$ cat config.mk
export PLATFORM = sky130hd
export DESIGN_NAME = pulse_period_meter
export DESIGN_NICKNAME = d
export VERILOG_FILES = /design/src/rtl/pulse_period_meter.sv
export SDC_FILE = /design/constraint.sdc
export NUM_CORES = 1
export LEC_CHECK = 0
export ABC_AREA = 1
export BUFFER_PORTS_ARGS = -buffer_cell sky130_fd_sc_hd__clkbuf_2
export CAP_MARGIN = 10
export CORE_UTILIZATION = 61
export DETAILED_ROUTE_END_ITERATION = 16
export HOLD_SLACK_MARGIN = 0.1
export PLACE_DENSITY_LB_ADDON = 0.12
export SYNTH_ARGS = -nofsm -noshare
export SYNTH_HDL_FRONTEND = slang
export SYNTH_SLANG_ARGS = --single-unit
$ cat constraint.sdc
create_clock -name Origin_Clock -period 4.3 [get_ports Origin_Clock]
set_input_delay 0.645 -clock Origin_Clock [delete_from_list [all_inputs] [get_ports Origin_Clock]]
set_output_delay 0.645 -clock Origin_Clock [all_outputs]
set_load 0.01 [all_outputs]
$ cat src/rtl/pulse_period_meter.sv
// Measures the spacing in clock cycles between rising edges of a pulse stream, checks it
// against EXPECTED +/- TOL, tracks lock over LOCK_N good periods and flags a sticky timeout.
module pulse_period_meter #(
    parameter int unsigned WIDTH    = 24,
    parameter int unsigned EXPECTED = 5000000,
    parameter int unsigned TOL      = 1000,
    parameter int unsigned TIMEOUT  = 10000000,
    parameter int unsigned LOCK_N   = 4
) (
    input  logic             Origin_Clock,
    input  logic             reset,
    input  logic             clr,
    input  logic             pulse_in,
    output logic [WIDTH-1:0] period,
    output logic             period_valid,
    output logic             in_range,
    output logic             locked,
    output logic             timeout
);

    localparam int unsigned LockW = $clog2(LOCK_N + 1);
    localparam logic [WIDTH-1:0] TimeoutCnt = WIDTH'(TIMEOUT);
    localparam logic [LockW-1:0] LockMax    = LockW'(LOCK_N);
    localparam logic [WIDTH-1:0] CountOne   = WIDTH'(1);

    typedef enum logic {StIdle, StMeasure} state_e;

    state_e           state_q, state_d;
    logic [WIDTH-1:0] count_q, count_d;
    logic [WIDTH-1:0] period_q, period_d;
    logic [LockW-1:0] lock_cnt_q, lock_cnt_d;
    logic             pulse_q;
    logic             valid_q, valid_d;
    logic             in_range_q, in_range_d;
    logic             locked_q, locked_d;
    logic             timeout_q, timeout_d;

    logic             pulse_edge;
    logic [31:0]      count_ext;
    logic [31:0]      diff;
    logic             in_range_now;

    assign pulse_edge = pulse_in & ~pulse_q;

    // Difference is taken in the larger-minus-smaller order so it can never wrap.
    assign count_ext    = 32'(count_q);
    assign diff         = (count_ext >= EXPECTED) ? (count_ext - EXPECTED) : (EXPECTED - count_ext);
    assign in_range_now = (diff <= TOL);

    always_comb begin
        state_d    = state_q;
        count_d    = count_q;
        period_d   = period_q;
        valid_d    = 1'b0;
        in_range_d = in_range_q;
        lock_cnt_d = lock_cnt_q;
        locked_d   = locked_q;
        timeout_d  = timeout_q;

        if (clr) begin
            state_d    = StIdle;
            count_d    = '0;
            period_d   = '0;
            in_range_d = 1'b0;
            lock_cnt_d = '0;
            locked_d   = 1'b0;
            timeout_d  = 1'b0;
        end else begin
            case (state_q)
                StIdle: begin
                    count_d = '0;
                    if (pulse_edge) begin
                        state_d   = StMeasure;
                        count_d   = CountOne;
                        timeout_d = 1'b0;
                    end
                end
                StMeasure: begin
                    // An edge coinciding with count==TIMEOUT still reports a period.
                    if (pulse_edge) begin
                        period_d   = count_q;
                        valid_d    = 1'b1;
                        count_d    = CountOne;
                        in_range_d = in_range_now;
                        if (in_range_now) begin
                            lock_cnt_d = (lock_cnt_q == LockMax) ? LockMax : lock_cnt_q + 1'b1;
                        end else begin
                            lock_cnt_d = '0;
                        end
                        locked_d = (lock_cnt_d == LockMax);
                    end else if (count_q < TimeoutCnt) begin
                        count_d = count_q + 1'b1;
                    end else begin
                        state_d    = StIdle;
                        count_d    = '0;
                        timeout_d  = 1'b1;
                        locked_d   = 1'b0;
                        lock_cnt_d = '0;
                    end
                end
                default: state_d = StIdle;
            endcase
        end
    end

    always_ff @(posedge Origin_Clock or negedge reset) begin
        if (!reset) begin
            state_q    <= StIdle;
            count_q    <= '0;
            period_q   <= '0;
            pulse_q    <= 1'b0;
            valid_q    <= 1'b0;
            in_range_q <= 1'b0;
            lock_cnt_q <= '0;
            locked_q   <= 1'b0;
            timeout_q  <= 1'b0;
        end else begin
            state_q    <= state_d;
            count_q    <= count_d;
            period_q   <= period_d;
            pulse_q    <= clr ? 1'b0 : pulse_in;
            valid_q    <= valid_d;
            in_range_q <= in_range_d;
            lock_cnt_q <= lock_cnt_d;
            locked_q   <= locked_d;
            timeout_q  <= timeout_d;
        end
    end

    assign period       = period_q;
    assign period_valid = valid_q;
    assign in_range     = in_range_q;
    assign locked       = locked_q;
    assign timeout      = timeout_q;

endmodule

# == Yosys cells after proc, flatten, opt, wreduce, memory -nomap -nowiden ==
# Index checks and enable logic that the tools add are counted.
# W data, S select, Z words.
# word_totals
output_inout_bits,28
regBits,57
word_cells,68
inputBits,4
# op_classes
n_addsub,4
n_mux,38
order_cmp,3
n_eq_ne,6
n_reduce_logical,5
bitwise_logic,3
# op_table
op,count
$mux W24,6
$pmux W24 S2,1
$le A32 B10 Y1 const B,1
$mux W32,1
$mux W3,9
$sub A23 B24 Y25 const A,1
$sub A24 B23 Y25 const B,1
$add A24 B1 Y24 const B,1
$ge A24 B23 Y1 const B,1
$lt A24 B24 Y1 const B,1
$mux W1,19
$ne A3 B3 Y1 const B,4
$eq A3 B3 Y1 const B,2
$pmux W1 S2,2
$reduce_and A2 Y1,2
$reduce_bool A2 Y1,2
$add A3 B1 Y3 const B,1
$reduce_and A3 Y1,1
$not A1 Y1,2
$and A1 B1 Y1,1

# == Longest topological paths before layout ==
# depth
word_depth,11
depth_mapped,20
depth_no_buf,19

# == Worst setup path before layout ==
# Ideal clock, no wire load.
# synth_timing
kind,reg-to-reg
start,register count_q[6]
end,"register in_range_q, in the netlist in_range"
path_buffers,1
stages_incl_launch_ff,19
arrival_ps,2087
path_slack_ps,2139
t_required_ps,4226
setup_ps,74
cell_sequence,dfrtp_1 buf_2 inv_1 ha_1 nor2_2 nand2_1 nand2_1 nand2_1 nand2_1 nand2_1 inv_1 nand3_1 nand3_1 nand3_1 nor2_1 nand3_1 nor2_2 inv_2 o21ai_2
# synth_via
elab_chain_len,6
elab_cells_between_ends,8
# synth_rtl
item,line,source
"start, declared",29,"logic [WIDTH-1:0] count_q, count_d;"
"start signal, assigned",119,count_q <= count_d;
$sub A23 B24 Y25 (tied with other cells),47,assign diff = (count_ext >= EXPECTED) ? (count_ext - EXPECTED) : (EXPECTED - count_ext);
$mux W32 *,47,
$le A32 B10 Y1 *,48,assign in_range_now = (diff <= TOL);
$mux W1 *,80,if (pulse_edge) begin
$mux W1 *,69,case (state_q)
$mux W1 *,60,if (clr) begin
"end signal, assigned",123,in_range_q <= in_range_d;
"end, declared",34,"logic in_range_q, in_range_d;"
# Mark *: on every way between the ends. The rest lies on a longest branch, timed or not. The select of a mux whose other input is x is not followed.
# A chain may end at the register's enable or synchronous reset.

# == Worst setup path in the final report ==
# layout_timing
start,register count_q[6]
end,register lock_cnt_q[0]
# layout_via
elab_chain_len,10
elab_cells_between_ends,15
# layout_rtl
item,line,source
$sub A23 B24 Y25 (tied with other cells),47,
$mux W32,47,
$le A32 B10 Y1,48,
$mux W3,85,if (in_range_now) begin
$mux W3,80,
$mux W3,69,
$mux W3,60,
$mux W3,80,
$mux W3,69,
$mux W3,60,
"end signal, assigned",124,lock_cnt_q <= lock_cnt_d;
"end, declared",31,"logic [LockW-1:0] lock_cnt_q, lock_cnt_d;"
# Parallel ways exist; a longest one is shown, timed or not. The select of a mux whose other input is x is not followed.

==> metrics.txt <==
htree depth 3; CTS Buffer Depth 2; drt pass-1 iters 13; num ports 32; Buffers on Ports 31; total CTS buffers 9; dpl cell area between 4000 and 5000 µm²; ys async rst share between 90% and 100%; DPL Wire Length just under 9 mm; sequential area share after synthesis about a third; Routed Antenna Nets 0; Power Total 0.00116 W; Cell Pwr Density roughly 250 nW/µm²; cts repair resizes 0; Max-Cap Viols 0; starting density of the core 64.3%; TNS Setup 0 ns; worst path required time ~4.6 ns; layout cell share with drive strength beyond 1 14.4%; Crit. End Element flop; Final min period ~3.0 ns; Slew HR 43.4%; postcts setup bufs 0; DR WL/cell 16.1 µm; fin area roughly 4500 µm²; Critical Path Start Type flop; Yosys Warn Count 0; syn_nets 628; Crit Path Class reg2reg; fin crit share a little over two thirds; Cell Rows 29; Die Area a little over 7000 µm²; setup slack, reg-to-reg 1.30 ns; Die H ~85 µm; post-synthesis cell count 616; clock group share of total power a little under half; fin cells approximately 720; status finished with violations; leakage between 2 and 2.5 nW; hold crit path type in2async; Seq pwr share between 40% and 50%; RSZ-0062 raised after global routing no; DRT Wirelength approximately 12 mm; VDD IR max roughly 240 µV; Arr. time, crit path around 3.3 ns; total number of vias about 4200; CTS root buf clkbuf_8; Worst-path clk slew 0.07 ns; synth unique cells between 40 and 50; Total GRT Usage roughly a third; Slew Viols, Final 0; CTS tree yes; Netlist Area Pre-Place between 4000 and 5000 µm²; fmax 0.333 GHz; CP startpoint count_q[6]; Pint between 0.0008 and 0.0009 W; Layout area overhead 8.83%; Remaining Overflow, GRT 0; R2R Path End lock_cnt_q[0]; Setup Viol. Count Final 0; routed vias/inst around 6; Layout Skew 0.00666 ns; Crit Path Max Fanout 12; number of fill cells in the layout approximately 560; first-pass GRT wire length between 15 and 20 mm; worst r2r path cells 17; Final Hold Violating Endpoints 0; initial antenna violation count 0; failing checks design-rule violations; # diodes 0; # DRC 1; Gate power share 5.5%; nets between 600 and 700; Post-CTS Hold Fix Bufs 0; syn avg cell area roughly 6.8 µm²; gpl congestion about 1; Main synth FF type dfrtp_1; core area between 6000 and 7000 µm²; DR iter-0 viols a little over 400; Sw Share approximately a quarter; cell count after placement about 710; largest net degree at the start of global routing 34; Post-synth EDFFs 0; worst skew pair latency between 0.3 and 0.4 ns; Worst R2R Start count_q[6]; Seq cells post-synth 57; net switching power around 0.00027 W; vias in the first global route between 4000 and 5000; Worst-Margin Slew around 0.84 ns; clk sinks 57; die width around 85 µm
## cell type report
class	instances	area, µm²	area share, %
well taps	77	96.3	2.12
repair buffers	33	170	3.74
flip-flops and latches	57	1430	31.4
multi-input cells	464	2360	51.8
clock inverters	5	78.8	1.73
inverters	76	287	6.30
clock buffers	11	131	2.89
## sequential cells by signal, indices dropped and copies added, names as in the netlist
| signal | count |
|---|---|
| state_q | 1 |
| count_q | 24 |
| lock_cnt_q | 3 |
| pulse_q | 1 |
| locked | 1 |
| in_range | 1 |
| timeout | 1 |
| period_valid | 1 |
| period | 24 |
## worst max-delay path by stage
stage | end | slack, ns | cells past startpoint
5_1_grt | lock_cnt_q[0] | 1.08 | 17
2_1_floorplan | in_range | 2.14 | 18
4_1_cts | lock_cnt_q[0] | 1.42 | 15
6_report | lock_cnt_q[0] | 1.30 | 17
3_5_place_dp | lock_cnt_q[0] | 1.46 | 15
3_3_place_gp | count_q[9] | 1.45 | 9
## synth_stat cells (3+ instances only)
library cell	n	area share [%]
ha_1	8	2.4
clkinv_1	4	0.36
dfrtp_1	57	34
nand2_1	186	17
o21ai_2	4	0.84
o21ai_0	39	4.7
buf_4	3	0.54
nand3b_1	4	0.72
nand3_2	3	0.72
nor3_2	3	0.72
inv_1	62	5.6
nand2_2	4	0.60
a21oi_1	16	1.9
inv_2	9	0.81
nor2_2	8	1.2
nand3_1	43	5.2
xor2_1	24	5.0
nor2_4	5	1.3
nor3_1	14	1.7
clkbuf_1	6	0.54
nand4_1	8	1.2
buf_2	8	0.96
nor2_1	72	6.5
## through the flow
step           hold slack, ns  setup WS, ns  utilization (%)
3_5_place_dp            0.473          1.46             66.8
2_1_floorplan           0.349          2.14                -
6_report                0.397          1.30             70.0
3_3_place_gp            0.465          1.45             66.8
4_1_cts                 0.413          1.42             70.0
5_1_grt                 0.464          1.08             70.0
## cells by family (layout without fill, tap and decap cells)
family	count (synthesis)	in the layout	synth area share, %
AND/OR/NAND/NOR	361	361	39.4
adder cells (fa/ha/maj)	8	8	2.40
multiplexers	1	1	0.240
buffers and inverters	95	125	9.43
flip-flops	57	57	34.1
XOR/XNOR	25	25	5.24
AO/OA/AOI/OAI	69	69	9.16
## power groups by stage
stage,logic [W],clock network (W),registers [W]
2_1_floorplan,0.0000353,0,0.000555
3_3_place_gp,0.0000609,0,0.000554
3_5_place_dp,0.0000628,0,0.000554
5_1_grt,0.0000720,0.000573,0.000544
4_1_cts,0.0000634,0.000553,0.000544
6_report,0.0000632,0.000549,0.000544
## routing by layer
metal / wire length [µm] / vias to the layer above / GRT usage (%)
li1: - / 2006 / -
met1: 5010 / 1950 / 47.6
met2: 5250 / 236 / 53.9
met3: 859 / 51 / 5.70
met4: 515 / 0 / 19.0
met5: 0 / - / 0
## worst max-delay path: stages, from the launching register on
cell and delay, ns:
dfrtp_1 0.67, inv_1 0.24, ha_1 0.32, nor2_2 0.23
nand2_1 0.08, nand2_1 0.14, nand2_1 0.07, nand2_1 0.09
nand2_1 0.06, inv_1 0.05, nand3_1 0.11, nand3_1 0.11
nand3_1 0.08, nor2_1 0.11, nand3_1 0.10, nor2_2 0.24
nand4_1 0.14, nand2_1 0.10
## layout by cell type, fill, tap and decap left out, types with 3 or more instances in the layout
cell type and count:
nand3_1 43, dfrtp_1 57, nand3b_1 4, nor2_4 5, o21ai_2 4, nand4_1 8
inv_2 9, xor2_1 24, clkinv_1 4, nor2_1 72, nand2_2 4, clkinv_2 3
nand2_1 186, a21oi_1 16, inv_1 62, o21ai_0 39, nand3_2 3, clkbuf_8 9
clkbuf_2 31, ha_1 8, nor2_2 8, nor3_1 14, nor3_2 3
Power figures use the tool's default switching activity.
